### config.mk
export PLATFORM = sky130hd
export DESIGN_NAME = matmul_seq_mac_flat
export DESIGN_NICKNAME = d
export VERILOG_FILES = /design/src/rtl/matmul_seq_mac_if.sv /design/src/rtl/matmul_seq_mac.sv /design/src/flat_wrapper.sv
export SDC_FILE = /design/constraint.sdc
export NUM_CORES = 1
export LEC_CHECK = 0
export ABC_AREA = 1
export CAP_MARGIN = 0
export CORE_MARGIN = 2
export CORE_UTILIZATION = 47
export DETAILED_ROUTE_END_ITERATION = 16
export GPL_TIMING_DRIVEN = 0
export PLACE_DENSITY_LB_ADDON = 0.08
export SYNTH_ARGS = -nofsm -noshare
export SYNTH_HDL_FRONTEND = slang
export SYNTH_SLANG_ARGS = --single-unit
### constraint.sdc
create_clock -name clk -period 8.1 [get_ports clk]
set_clock_uncertainty 0.05 [all_clocks]
set_input_delay 1.62 -clock clk [delete_from_list [all_inputs] [get_ports clk]]
set_output_delay 1.62 -clock clk [all_outputs]
set_load 0.01 [all_outputs]
### src/rtl/matmul_seq_mac_if.sv
// Handshake bundle for matmul_seq_mac.
//   master : producer/consumer side (drives operands and out_ready)
//   slave  : the multiplier (drives in_ready, results, status)
// Signals: in_valid/in_ready, a_flat/b_flat (N*N*W, element [i][j] at (i*N+j)*W),
//          out_valid/out_ready, r_flat (same packing), busy, sat_flags (bit i*N+j).
interface matmul_seq_mac_if #(
  parameter int unsigned N = 3,
  parameter int unsigned W = 16
);
  logic             in_valid;
  logic             in_ready;
  logic [N*N*W-1:0] a_flat;
  logic [N*N*W-1:0] b_flat;
  logic             out_valid;
  logic             out_ready;
  logic [N*N*W-1:0] r_flat;
  logic             busy;
  logic [N*N-1:0]   sat_flags;

  modport master (
    output in_valid, a_flat, b_flat, out_ready,
    input  in_ready, out_valid, r_flat, busy, sat_flags
  );

  modport slave (
    input  in_valid, a_flat, b_flat, out_ready,
    output in_ready, out_valid, r_flat, busy, sat_flags
  );
endinterface

### src/rtl/matmul_seq_mac.sv
// Sequential N x N unsigned matrix multiplier, R = A x B, using a single shared MAC
// iterated over i, j, k (N^3 cycles per job).
// Ports:
//   clk   - rising-edge clock
//   rst_n - asynchronous active-low reset
//   bus   - matmul_seq_mac_if.slave: in_valid/in_ready operand handshake (a_flat, b_flat),
//           out_valid/out_ready result handshake (r_flat), busy, sat_flags.
// Optional feature: define MATMUL_SATURATE_EN to clamp results to 2^W-1 and report clamped
// elements in sat_flags; otherwise results wrap modulo 2^W and sat_flags is tied to zero.
module matmul_seq_mac #(
  parameter int unsigned N = 3,
  parameter int unsigned W = 16
) (
  input logic             clk,
  input logic             rst_n,
  matmul_seq_mac_if.slave bus
);

  // Wide enough that N products of two W-bit values never overflow.
  localparam int unsigned AccW = 2 * W + $clog2(N);
  localparam int unsigned IdxW = $clog2(N);
  localparam int unsigned MatW = N * N * W;
  localparam logic [IdxW-1:0] IdxMax = IdxW'(N - 1);

  typedef enum logic [1:0] {StIdle, StCompute, StDone} state_e;

  state_e            state_q, state_d;
  logic [MatW-1:0]   a_q, b_q;
  logic [AccW-1:0]   acc_q, acc_d;
  logic [IdxW-1:0]   i_q, i_d, j_q, j_d, k_q, k_d;
  logic              accept;
  logic              wr_en;

  logic [W-1:0]      a_arr [N][N];
  logic [W-1:0]      b_arr [N][N];
  logic [W-1:0]      r_q   [N][N];
  logic [W-1:0]      a_el, b_el;
  logic [2*W-1:0]    prod;
  logic [AccW-1:0]   sum;
  logic [W-1:0]      red;

  // Operand views and result packing.
  for (genvar gi = 0; gi < N; gi++) begin : g_row
    for (genvar gj = 0; gj < N; gj++) begin : g_col
      assign a_arr[gi][gj] = a_q[(gi*N+gj)*W +: W];
      assign b_arr[gi][gj] = b_q[(gi*N+gj)*W +: W];
      assign bus.r_flat[(gi*N+gj)*W +: W] = r_q[gi][gj];

      always_ff @(posedge clk or negedge rst_n) begin
        if (!rst_n) begin
          r_q[gi][gj] <= '0;
        end else if (wr_en && i_q == IdxW'(gi) && j_q == IdxW'(gj)) begin
          r_q[gi][gj] <= red;
        end
      end
    end
  end

  // Shared MAC datapath.
  assign a_el = a_arr[i_q][k_q];
  assign b_el = b_arr[k_q][j_q];
  assign prod = (2*W)'(a_el) * (2*W)'(b_el);
  assign sum  = acc_q + AccW'(prod);

`ifdef MATMUL_SATURATE_EN
  logic           sat_hit;
  logic [N*N-1:0] sat_q;

  assign sat_hit = |sum[AccW-1:W];
  assign red     = sat_hit ? {W{1'b1}} : sum[W-1:0];

  for (genvar gs = 0; gs < N * N; gs++) begin : g_sat
    always_ff @(posedge clk or negedge rst_n) begin
      if (!rst_n) begin
        sat_q[gs] <= 1'b0;
      end else if (accept) begin
        sat_q[gs] <= 1'b0;
      end else if (wr_en && (32'(i_q) * N + 32'(j_q)) == gs) begin
        sat_q[gs] <= sat_hit;
      end
    end
  end

  assign bus.sat_flags = sat_q;
`else
  assign red           = sum[W-1:0];
  assign bus.sat_flags = '0;
`endif

  // Next-state / iteration control.
  always_comb begin
    state_d = state_q;
    i_d     = i_q;
    j_d     = j_q;
    k_d     = k_q;
    acc_d   = acc_q;
    accept  = 1'b0;
    wr_en   = 1'b0;
    unique case (state_q)
      StIdle: begin
        if (bus.in_valid) begin
          accept  = 1'b1;
          i_d     = '0;
          j_d     = '0;
          k_d     = '0;
          acc_d   = '0;
          state_d = StCompute;
        end
      end
      StCompute: begin
        if (k_q != IdxMax) begin
          acc_d = sum;
          k_d   = k_q + 1'b1;
        end else begin
          // Last term of a dot product: commit element and step to the next (i, j).
          wr_en = 1'b1;
          acc_d = '0;
          k_d   = '0;
          if (j_q != IdxMax) begin
            j_d = j_q + 1'b1;
          end else begin
            j_d = '0;
            if (i_q != IdxMax) begin
              i_d = i_q + 1'b1;
            end else begin
              i_d     = '0;
              state_d = StDone;
            end
          end
        end
      end
      StDone: begin
        if (bus.out_ready) state_d = StIdle;
      end
      default: state_d = StIdle;
    endcase
  end

  always_ff @(posedge clk or negedge rst_n) begin
    if (!rst_n) begin
      state_q <= StIdle;
      a_q     <= '0;
      b_q     <= '0;
      acc_q   <= '0;
      i_q     <= '0;
      j_q     <= '0;
      k_q     <= '0;
    end else begin
      state_q <= state_d;
      acc_q   <= acc_d;
      i_q     <= i_d;
      j_q     <= j_d;
      k_q     <= k_d;
      if (accept) begin
        a_q <= bus.a_flat;
        b_q <= bus.b_flat;
      end
    end
  end

  assign bus.in_ready  = (state_q == StIdle);
  assign bus.busy      = (state_q == StCompute);
  assign bus.out_valid = (state_q == StDone);

endmodule

### src/flat_wrapper.sv
// flat-port wrapper written by rule: the top's interface ports become plain ports
module matmul_seq_mac_flat 
#(
  parameter int unsigned N = 3,
  parameter int unsigned W = 16
)
  (clk, rst_n, bus_in_valid, bus_a_flat, bus_b_flat, bus_out_ready, bus_in_ready, bus_out_valid, bus_r_flat, bus_busy, bus_sat_flags);
  matmul_seq_mac_if #(.N(N), .W(W)) bus_i ();
  input logic clk;
  input logic rst_n;
  input wire logic [$bits(bus_i.in_valid)-1:0] bus_in_valid;
  input wire logic [$bits(bus_i.a_flat)-1:0] bus_a_flat;
  input wire logic [$bits(bus_i.b_flat)-1:0] bus_b_flat;
  input wire logic [$bits(bus_i.out_ready)-1:0] bus_out_ready;
  output wire logic [$bits(bus_i.in_ready)-1:0] bus_in_ready;
  output wire logic [$bits(bus_i.out_valid)-1:0] bus_out_valid;
  output wire logic [$bits(bus_i.r_flat)-1:0] bus_r_flat;
  output wire logic [$bits(bus_i.busy)-1:0] bus_busy;
  output wire logic [$bits(bus_i.sat_flags)-1:0] bus_sat_flags;
  assign bus_i.in_valid = bus_in_valid;
  assign bus_i.a_flat = bus_a_flat;
  assign bus_i.b_flat = bus_b_flat;
  assign bus_i.out_ready = bus_out_ready;
  assign bus_in_ready = bus_i.in_ready;
  assign bus_out_valid = bus_i.out_valid;
  assign bus_r_flat = bus_i.r_flat;
  assign bus_busy = bus_i.busy;
  assign bus_sat_flags = bus_i.sat_flags;
  matmul_seq_mac #(.N(N), .W(W)) u_core (.clk(clk), .rst_n(rst_n), .bus(bus_i));
endmodule
==> metrics.txt, run 1 <==
total CTS buffers 50; Max Transition Viols Final 0; commonest cells after routing, fill and taps aside nand2_1 (693), dfrtp_1 (456), clkdlybuf4s50_1 (437); most common cell after layout, fill and taps aside nand2_1; H-tree depth 2; Core Box Area 0.0503 mm²; CTS Root Cell clkbuf_16; Slowest cell on crit path fa_1; Layout Area Growth over Synthesis 29.5%; Final Critical Period 7610 ps; NumNets Final 3414; critical path peak fanout 10; # DRC 0; WP data required 8500 ps; fmax 131 MHz; Detailed Place HPWL 60.4 mm; CTS tree done; first-pass GRT wire length 120 mm; Setup-failing EPs final 0; Reg2Reg Depth 31; FF-to-FF Start u_core.i_q[0]$_DFFE_PN0P_; Worst Setup EP u_core.bus.r_flat[141]$_DFFE_PN0P_; Most common cell on crit path inv_1; TritonCTS Sinks 456; unrepaired setup endpoints after global routing no; initial core utilization 0.478; Port-buffer cells 438; antenna violations before repair 15; sequential area share after synthesis 0.475; Slew @ Worst Pin 1440 ps; IO Pins 448; DR WL/cell 21.5 µm; Synth Register Bits 456; Mapped Area 0.0240 mm²; CP startpoint u_core.i_q[0]$_DFFE_PN0P_; First DRT Iteration DRCs 1418; setup_tns 0 ps; die area 0.0530 mm²; startpoint types flop; normalized max-slew margin 0.0332; warnings from Yosys 0; Period Utilization, post-route 0.939; total grt overflow 0; std cell rows 82; Die Y 230 µm; antenna-violating nets left 0; CTS Buffer Depth 3; vias in the first global route 20011; final hold viol count 0; Global Route Usage Sum 0.301; Die X 230 µm; Synth Instances 2474; Setup crit end kind flop; final wirelength 79.6 mm; layout cell share with drive strength beyond 1 0.152; via count 19793; reg2reg end u_core.bus.r_flat[141]$_DFFE_PN0P_; synth unique cells 34; Setup Buffers After CTS 0; Max Cap Viol 0; largest net degree at the start of global routing 118; DR vias/cell 5.36; status completed; Slowest Stage Delay on Critical Path 560 ps; Setup Crit Path Kind flop to flop; reg-to-reg slack, setup 490 ps; drt pass-1 iters 5; clk_lat worst skew 610 ps; Critical Path AT 8010 ps; RePlAce Congestion 0.874; WHS 432 ps; syn avg cell area 9.71 µm²; Worst Hold Class flop to flop; Reg clk slew, reported paths 60 ps
## layout make-up
type                       instances  area, µm²
fill                            4264      19200
sequential                       456      11400
multi-input combinational       1601      10900
timing repair buffer             442       4500
clock buffer                      70       1460
inverter                         296       1110
tap                              672        841
buffer                           129        614
clock inverter                    19        208
antenna                           11       27.5
## metrics by stage
stage	std cells	setup WS, ps	util	cell area (µm²)
global placement	3592	-14650	0.583	29300
global route	3694	47.6	0.619	31100
floorplan	2482	1910	-	24100
CTS	3685	157	0.618	31100
finish	3696	492	0.619	31100
detailed placement	3596	-220	0.585	29400
## Yosys cell counts, drive strengths merged
cell type / n / share of area
o21ai: 140 / 0.029
a21oi: 11 / 0.0023
dfrtp: 456 / 0.47
clkbuf: 76 / 0.012
nor3: 1 / 0.00021
o211ai: 1 / 0.00031
fa: 94 / 0.078
o21bai: 1 / 0.00031
a22oi: 5 / 0.0016
o31ai: 1 / 0.00031
nand3: 243 / 0.053
nor4: 1 / 0.00026
ha: 52 / 0.027
mux2: 288 / 0.13
a31oi: 1 / 0.00026
conb: 1 / 0.00016
nand2: 694 / 0.11
inv: 296 / 0.046
nor2: 26 / 0.0060
xor2: 8 / 0.0029
nand3b: 5 / 0.0016
buf: 53 / 0.014
xnor2: 7 / 0.0026
or2: 2 / 0.00052
o22ai: 11 / 0.0029
## critical path, delay by kind of cell (launching register included)
family                     cells  cell delay (ps)
AOI/OAI and AO/OA              6             1090
xor gates and xnor gates       1              460
adders and majority gates      7             2910
buffers and inverters         10             1470
DFF                            1              330
and+or+nand+nor                7             1150
## repair_timing
item                                    4_1_cts  5_1_grt
endpoints found under the setup margin       10       10
hold buffers                                  0        0
pin swaps                                     0        0
gates resized for setup                       1        3
## state kept, by name, summed over array words and instances, names as in the netlist
name               flops
u_core.i_q             2
u_core.bus.r_flat    144
u_core.k_q             2
u_core.b_q           144
u_core.acc_q          16
u_core.state_q         2
u_core.a_q           144
u_core.j_q             2
## kinds of logic (layout without fill, tap and decap cells)
kind of cell	Yosys count	after routing	synth area share
adders and majority gates	146	146	0.105
other	1	20	0.000156
and+or+nand+nor	972	972	0.170
AOI/OAI and AO/OA	171	171	0.0371
xor gates and xnor gates	15	15	0.00547
DFF	456	456	0.475
muxes	288	288	0.135
buffers and inverters	425	956	0.0717
## layer usage
layer	up-vias	global-route usage	share of wire
met2	830	0.483	0.47
li1	8920	-	-
met5	-	0	0.00057
met3	162	0.0595	0.081
met4	8	0.132	0.041
met1	9873	0.399	0.41
## worst min path at each step
| stage | startpoint | end | cells past startpoint |
|---|---|---|---|
| detailed placement | u_core.bus.r_flat[94]$_DFFE_PN0P_ | u_core.bus.r_flat[94]$_DFFE_PN0P_ | 2 |
| CTS | u_core.bus.r_flat[94]$_DFFE_PN0P_ | u_core.bus.r_flat[94]$_DFFE_PN0P_ | 2 |
| global route | u_core.bus.r_flat[108]$_DFFE_PN0P_ | u_core.bus.r_flat[108]$_DFFE_PN0P_ | 2 |
| finish | u_core.bus.r_flat[142]$_DFFE_PN0P_ | u_core.bus.r_flat[142]$_DFFE_PN0P_ | 2 |
| floorplan | u_core.acc_q[0]$_DFFE_PN0P_ | u_core.acc_q[0]$_DFFE_PN0P_ | 2 |
| global placement | u_core.bus.r_flat[95]$_DFFE_PN0P_ | u_core.bus.r_flat[95]$_DFFE_PN0P_ | 2 |
Power of run 1 is not shown: default switching activity piles up to over one toggle a cycle in this logic, so the estimate is an artifact.
==> run 2, diff against run 1 <==
--- a/config.mk
+++ b/config.mk
@@ -7,11 +7,12 @@
 export LEC_CHECK = 0
 export ABC_AREA = 1
 export CAP_MARGIN = 0
-export CORE_MARGIN = 2
+export CORE_MARGIN = 1.5
 export CORE_UTILIZATION = 47
 export DETAILED_ROUTE_END_ITERATION = 16
 export GPL_TIMING_DRIVEN = 0
 export PLACE_DENSITY_LB_ADDON = 0.08
+export SETUP_SLACK_MARGIN = 0.2
 export SYNTH_ARGS = -nofsm -noshare
 export SYNTH_HDL_FRONTEND = slang
 export SYNTH_SLANG_ARGS = --single-unit
==> metrics.txt, run 2 (synthesized netlist as in run 1, its figures left out) <==
TritonCTS Sinks 456; initial core utilization 0.478; Die Y 229 µm; fillcell total 4315; commonest cells after routing, fill and taps aside nand2_1 (693), dfrtp_1 (456), clkdlybuf4s50_1 (437); Max Transition Viols Final 0; H-tree depth 2; IO Pins 448; std cell rows 82; layout cell share with drive strength beyond 1 0.151; startpoint types flop; Slew @ Worst Pin 1410 ps; clk_lat worst skew 590 ps; final wirelength 78.3 mm; # DRC 0; DR vias/cell 5.32; CTS tree done; drt pass-1 iters 5; total CTS buffers 48; Period Utilization, post-route 0.928; vias in the first global route 20035; Detailed Place HPWL 59.6 mm; Worst Hold Class flop to flop; FF-to-FF Start u_core.i_q[1]$_DFFE_PN0P_; Core Box Area 0.0503 mm²; critical path peak fanout 10; hold_sp u_core.bus.r_flat[11]$_DFFE_PN0P_; RePlAce Congestion 0.869; status completed; die area 0.0525 mm²; most common cell after layout, fill and taps aside nand2_1; Setup-failing EPs final 0; DR WL/cell 21.2 µm; antenna-violating nets left 0; cts-stage hold buffer count 0; normalized max-slew margin 0.0524; CP startpoint u_core.i_q[1]$_DFFE_PN0P_; Reg clk slew, reported paths 60 ps; Critical Path AT 7900 ps; hold depth 2; CTS Buffer Depth 3; Global Route Usage Sum 0.299; fmax 133 MHz; Setup crit end kind flop; NumNets Final 3411; total grt overflow 0; Setup Crit Path Kind flop to flop; CTS Root Cell clkbuf_16; Final Critical Period 7520 ps; antenna violations before repair 15; Slowest cell on crit path fa_1; Layout Area Growth over Synthesis 29.0%; Die X 229 µm; Reg2Reg Depth 30; Setup Buffers After CTS 0; via count 19604; Slowest Stage Delay on Critical Path 560 ps; first-pass GRT wire length 119 mm; First DRT Iteration DRCs 1562; Post-Layout Inst Area 0.0310 mm²; largest net degree at the start of global routing 129; Port-buffer cells 438; post-CTS sizing 2; final hold viol count 0; unrepaired setup endpoints after global routing no; Max Cap Viol 0; Placed Area 0.0294 mm²; WP data required 8480 ps
==> run 2: cell count changes in the layout (fill, tap and decap cells not counted), moves of 2 or more <==
cell and delta:
diode_2 -2, clkbuf_2 +7, clkinvlp_4 -2, clkinv_2 -5
==> run 2: layout make-up <==
cell class	instances	area, µm²	share of cell area
Sequential cell	456	11400	0.368
Timing Repair Buffer	441	4470	0.144
Clock inverter	8	101	0.00327
Multi-Input combinational cell	1601	10900	0.353
Tap cell	672	841	0.0271
Antenna cell	9	22.5	0.000727
Clock buffer	76	1460	0.0471
Inverter	296	1110	0.0359
Buffer	129	623	0.0201
==> run 2: per-stage QoR <==
step / util / worst slack [ps] / instances / hold WS (ps) / TNS, ps
finish: 0.616 / 580 / 3688 / 430 / 0
global route: 0.616 / 205 / 3687 / 457 / 0
CTS: 0.616 / 288 / 3679 / 437 / 0
detailed placement: 0.584 / -266 / 3595 / 422 / -2220
global placement: 0.583 / -14720 / 3592 / 412 / -6684570
floorplan: - / 1910 / 2482 / 409 / 0
==> run 2: final timing paths <==
kind | end | slack (ps)
setup / recovery | u_core.bus.r_flat[13]$_DFFE_PN0P_ | 580
hold / removal | u_core.bus.r_flat[11]$_DFFE_PN0P_ | 430
setup reg to reg | u_core.bus.r_flat[13]$_DFFE_PN0P_ | 580
hold reg to reg | u_core.bus.r_flat[11]$_DFFE_PN0P_ | 430
max in group asynchronous | u_core.a_q[128]$_DFFE_PN0P_ | 5830
min in group asynchronous | u_core.bus.r_flat[41]$_DFFE_PN0P_ | 1010
==> run 2: routing by layer <==
metal  share of wire  track usage
met1            0.42        0.400
met2            0.48        0.489
met3           0.064       0.0467
met4           0.034        0.114
met5         0.00093            0
==> run 2: critical path: cells and delay by family, from the launching register on <==
kind	cells	cell delay, ps
adder cells (fa/ha/maj)	7	3110
AND/OR/NAND/NOR	9	1540
buffers and inverters	9	1080
AO/OA/AOI/OAI	4	760
XOR/XNOR	1	450
flip-flops	1	320
Power of run 2 is left out for the same reason.
